`config.mk`:
```
export PLATFORM = sky130hd
export DESIGN_NAME = demux4_collector_16bit
export DESIGN_NICKNAME = d
export VERILOG_FILES = /design/src/rtl/demux_pkg.sv /design/src/rtl/rr_arbiter4.sv /design/src/rtl/demux4_collector_16bit.sv
export SDC_FILE = /design/constraint.sdc
export NUM_CORES = 1
export LEC_CHECK = 0
export CORE_ASPECT_RATIO = 0.75
export CORE_MARGIN = 2
export CORE_UTILIZATION = 45
export DETAILED_ROUTE_END_ITERATION = 8
export PLACE_DENSITY = 0.65
export SYNTH_ARGS = -nofsm -noshare
export SYNTH_HDL_FRONTEND = slang
export SYNTH_HIERARCHICAL = 1
export SYNTH_SLANG_ARGS = --single-unit
export TNS_END_PERCENT = 20
```
`constraint.sdc`:
```
create_clock -name clk -period 2.7 [get_ports clk]
set_clock_uncertainty 0.05 [all_clocks]
set_input_delay 0.27 -clock clk [delete_from_list [all_inputs] [get_ports clk]]
set_output_delay 0.27 -clock clk [all_outputs]
set_load 0.01 [all_outputs]
```
`src/rtl/demux_pkg.sv`:
```
// Shared constants and helpers for the 4-slot demux collector.
package demux_pkg;

  // Default data word width
  parameter int unsigned WIDTH = 16;

  // Route select width and slot count
  localparam int unsigned SEL_W = 2;
  localparam int unsigned NSLOT = 4;

  // Number of set bits in a 4-bit occupancy vector
  function automatic logic [2:0] popcount4(input logic [3:0] v);
    logic [2:0] n;
    n = '0;
    for (int i = 0; i < 4; i++) begin
      n = n + {2'b00, v[i]};
    end
    return n;
  endfunction

endpackage

```
`src/rtl/rr_arbiter4.sv`:
```
// Combinational round-robin picker: first set request at or after ptr, wrapping.
module rr_arbiter4 (
  input  logic [demux_pkg::NSLOT-1:0] req,
  input  logic [demux_pkg::SEL_W-1:0] ptr,
  output logic [demux_pkg::SEL_W-1:0] gnt,
  output logic                        any
);
  import demux_pkg::*;

  logic [SEL_W-1:0] idx;

  // Scan offsets from farthest to nearest so the nearest requester wins last
  always_comb begin
    gnt = '0;
    idx = '0;
    any = |req;
    for (int k = NSLOT - 1; k >= 0; k--) begin
      idx = ptr + SEL_W'(k);
      if (req[idx]) begin
        gnt = idx;
      end
    end
  end

endmodule

```
`src/rtl/demux4_collector_16bit.sv`:
```
// Four-slot holding stage behind the 4-way demux; drains one word per handshake
// round-robin, holding a presented word stable until it is accepted.
module demux4_collector_16bit #(
  parameter int unsigned WIDTH = demux_pkg::WIDTH
) (
  input  logic                        clk,
  input  logic                        rst,
  input  logic [WIDTH-1:0]            in_data,
  input  logic [demux_pkg::SEL_W-1:0] in_sel,
  input  logic                        in_valid,
  output logic                        in_ready,
  output logic [WIDTH-1:0]            out_data,
  output logic [demux_pkg::SEL_W-1:0] out_sel,
  output logic                        out_valid,
  input  logic                        out_ready,
  output logic [demux_pkg::NSLOT-1:0] slot_full,
  output logic [2:0]                  count
);
  import demux_pkg::*;

  logic [WIDTH-1:0] slot_q [NSLOT];
  logic [NSLOT-1:0] valid_q, valid_d;
  logic [SEL_W-1:0] rr_q, rr_d;
  logic             lock_q, lock_d;
  logic [SEL_W-1:0] lock_sel_q, lock_sel_d;

  logic [SEL_W-1:0] arb_gnt;
  logic             arb_any;
  logic             wr_fire;
  logic             rd_fire;

  rr_arbiter4 u_arb (
    .req (valid_q),
    .ptr (rr_q),
    .gnt (arb_gnt),
    .any (arb_any)
  );

  // No bypass: a slot draining this cycle is still reported not ready
  assign in_ready = ~valid_q[in_sel];
  assign wr_fire  = in_valid & in_ready;

  // Present the locked slot while stalled, otherwise the round-robin pick
  always_comb begin
    out_valid = arb_any;
    out_sel   = '0;
    out_data  = '0;
    if (arb_any) begin
      out_sel  = lock_q ? lock_sel_q : arb_gnt;
      out_data = slot_q[out_sel];
    end
  end

  assign rd_fire   = out_valid & out_ready;
  assign slot_full = valid_q;
  assign count     = popcount4(valid_q);

  // Next-state for occupancy, pointer and lock; write and drain never hit the same slot
  always_comb begin
    valid_d    = valid_q;
    rr_d       = rr_q;
    lock_d     = lock_q;
    lock_sel_d = lock_sel_q;
    if (wr_fire) begin
      valid_d[in_sel] = 1'b1;
    end
    if (rd_fire) begin
      valid_d[out_sel] = 1'b0;
      rr_d             = out_sel + SEL_W'(1);
      lock_d           = 1'b0;
    end else if (out_valid) begin
      lock_d     = 1'b1;
      lock_sel_d = out_sel;
    end
  end

  // State registers; reset discards slots and lock and ignores that cycle's handshakes
  always_ff @(posedge clk) begin
    if (rst) begin
      valid_q    <= '0;
      rr_q       <= '0;
      lock_q     <= 1'b0;
      lock_sel_q <= '0;
      for (int i = 0; i < NSLOT; i++) begin
        slot_q[i] <= '0;
      end
    end else begin
      valid_q    <= valid_d;
      rr_q       <= rr_d;
      lock_q     <= lock_d;
      lock_sel_q <= lock_sel_d;
      if (wr_fire) begin
        slot_q[in_sel] <= in_data;
      end
    end
  end

endmodule

```
==> results.toml <==
[timing]
setup_violations = 0
drv_slew = 0
worst_pin_slew_ns = 0.7474
max_slew_margin = 0.5017
final.setup.worst_slack_ns = 0.06961
whs_ns = 0.4889
min_period_ns = 2.630
max_clock_freq_mhz = 380.2
tns_ns = 0
hold_viol_final = 0
finalCritPeriodShare = 0.9742
rsz0062_at_grt = "true"

[synth]
synth_fa_ha_area_frac = 0.02626
ys_seq_area_frac = 0.5805
synth.distinct_cells = 35
synth_compound_area_frac = 0.1213
syn-num-nets = 363
synthArstFlopShare = 0
synth_xor_area_frac = 0
synth_top_family_by_area = "simple AND/OR/NAND/NOR gates"
muxShareOfSynthArea = 0.06945
ys.flop_type = "edfxtp_1"
synth.largest_area_cell = "edfxtp_1"
yosys_warnings = 6
synth_simple_gate_area_frac = 0.1576
syn-cell-area_um2 = 3621
yosys-top-cells-area = "edfxtp_1 (53%), nor2_1 (7.7%), mux2i_1 (5.5%)"
synth_cells = 334
ys_ff_latch = 73
synth.avg_cell_area_um2 = 10.84
synth-edff-count = 64
yosysTopAreaCellShare = 0.5308

[clocking]
cts_root_buf = "clkbuf_8"
htreeDepth = 3
cts_tree = "yes"
clkSinkCount = 73
cts_buffers = 9
clkTransAtPathRegs_ns = 0.08
clk_path_buf_depth = 2
ctsHoldBuffers = 0
clk_latency_ns = 0.35

[floorplan]
start_util = 0.4614
row_count = 28
die_x_um = 107.6
io_pins = 49
core-area_um2 = 7848
die_area_um2 = 8788
die_h_um = 81.69

[detailed_routing]
wl_per_cell_um = 18.55
drtIter0Drc = 135
vias = 2834
wirelength_mm = 9.627
vias_per_cell = 5.461
antenna_left = 0
drc = 0
drt-pass1-iter-count = 4

[placed_design]
gp_congestion = 0.8152
place_area_um2 = 4314
io_buffer_count = 48
hpwl_mm = 5.938
dp_slack_ns = 0.04630
placed_cells = 494

[min_path]
hold_end = "lock_sel_q[1]$_SDFFE_PP0P_"
worstHoldStart = "lock_sel_q[1]$_SDFFE_PP0P_"
hp-class = "reg -> reg"
hold_depth = 2

[final_layout]
fin_area_um2 = 4651
multi_input_area_um2 = 1446
layout.nets = 438
regArea_um2 = 2115
post-route-util = 0.5926
num_antenna_cells = 0
drive_gt1_frac = 0.2053
fillCellCount = 700
instances_no_fill = 519
syn2layout_area_growth_pct = 28.44

[setup_path]
start_kind = "register"
crit_family = "adder cells"
r2r_end = "rr_q[1]$_SDFFE_PP0P_"
worstSetupPathType = "reg -> out"
endpoint_kind = "primary output"
arrival_ns = 2.31
required_ns = 2.38
r2r-start = "rr_q[1]$_SDFFE_PP0P_"
setup.worst_path.start = "slot_full[0]$_SDFF_PP0_"
ff2ff_path_depth = 11
crit_buf_inv = 4
cpPeakStageDelay_ns = 0.53
crit_fanout = 6
crit_chain = "buf_4, inv_1, fa_1, inv_1, ha_1, ha_1, clkdlybuf4s50_1"
r2r_slack_ns = 0.35
slowest_stage = "fa_1"

[outcome]
status = "finished clean"

[global_routing]
grt_util_all_layers = 0.2355
grt.overflow.total = 0
grt_pass1_wl_mm = 15.21
first_global_vias = 2854
antenna_found_initial = 0
grt_start_max_net_pins = 18

[power]
power_density_nw_per_um2 = 612.5
totalPowerFinal_mw = 2.848
vdd_drop_max_mv = 0.3636
p_leak_nw = 1.793

[run]
drv_cap = 0
worst max path at each step:
stage                                 to  slack (ns)  cells past startpoint
global route                    count[2]       -0.06                      7
detailed placement          out_data[10]        0.05                      9
floorplan           rr_q[1]$_SDFFE_PP0P_        0.31                     10
finish                          count[2]        0.07                      7
global placement            out_data[10]        0.08                      9
CTS                          out_data[3]       0.008                      9
kinds of logic after synthesis:
group                      Yosys count
DFF                                 73
buffers and inverters               30
and+or+nand+nor                    130
adders and majority gates            7
muxes                               23
AOI/OAI and AO/OA                   71
sequential cells by signal (all words and copies together), names as in the netlist:
| register | count |
|---|---|
| slot_full | 4 |
| lock_q | 1 |
| rr_q | 2 |
| lock_sel_q | 2 |
| slot_q | 64 |
synthesized netlist by cell type, drive strengths merged (2+ instances only):
cell type and n:
nor2b 20, nor3 3, and2 2, clkbuf 11, o21ai 24, nor2 74
a21o 3, mux2i 21, a31oi 8, nand2b 3, o31ai 8, nand2 21
edfxtp 64, a21oi 4, buf 10, or3 2, inv 9, ha 6
dfxtp 9, o22ai 16, a211oi 6, nand3 3
worst min-delay path, cell delays in order, from the launching register on:
cell     delay, ns
dfxtp_1       0.35
mux2i_1       0.08
nor2_1        0.08
metal layers:
layer | wire length (um) | track usage
met5 | 0 | 0
met4 | 150 | 0.08462
met3 | 650 | 0.05952
met2 | 4534 | 0.3811
met1 | 4291 | 0.3111
power breakdown:
group | switching [mW] | internal, mW
logic | 0.308 | 0.257
registers | 0.0416 | 1.30
clock network | 0.420 | 0.525
area by class of cell:
| cell class | count | area share |
|---|---|---|
| Multi-Input combinational cell | 232 | 0.3110 |
| Clock inverter | 6 | 0.01937 |
| Clock buffer | 10 | 0.02744 |
| Sequential cell | 73 | 0.4547 |
| Timing Repair Buffer | 84 | 0.1520 |
| Inverter | 9 | 0.007264 |
| Tap cell | 105 | 0.02825 |
cells in the final DEF, fill, tap and decap left out, types with 7 or more instances in the layout:
| cell | n |
|---|---|
| clkdlybuf4s50_1 | 28 |
| buf_4 | 33 |
| a31oi_1 | 8 |
| nor2_1 | 72 |
| o22ai_1 | 14 |
| edfxtp_1 | 64 |
| clkbuf_8 | 9 |
| o31ai_1 | 7 |
| clkbuf_2 | 10 |
| o21ai_0 | 21 |
| mux2i_1 | 18 |
| nor2b_1 | 19 |
| inv_1 | 9 |
| nand2_1 | 21 |
timing repair:
action                                  4_1_cts  5_1_grt
endpoints found under the setup margin       20       20
resized for setup                            30       39
gates cloned                                  1        0
pin swaps                                     3        5
setup buffers                                 6        2
Note: power is estimated with default switching activity, not from simulation.
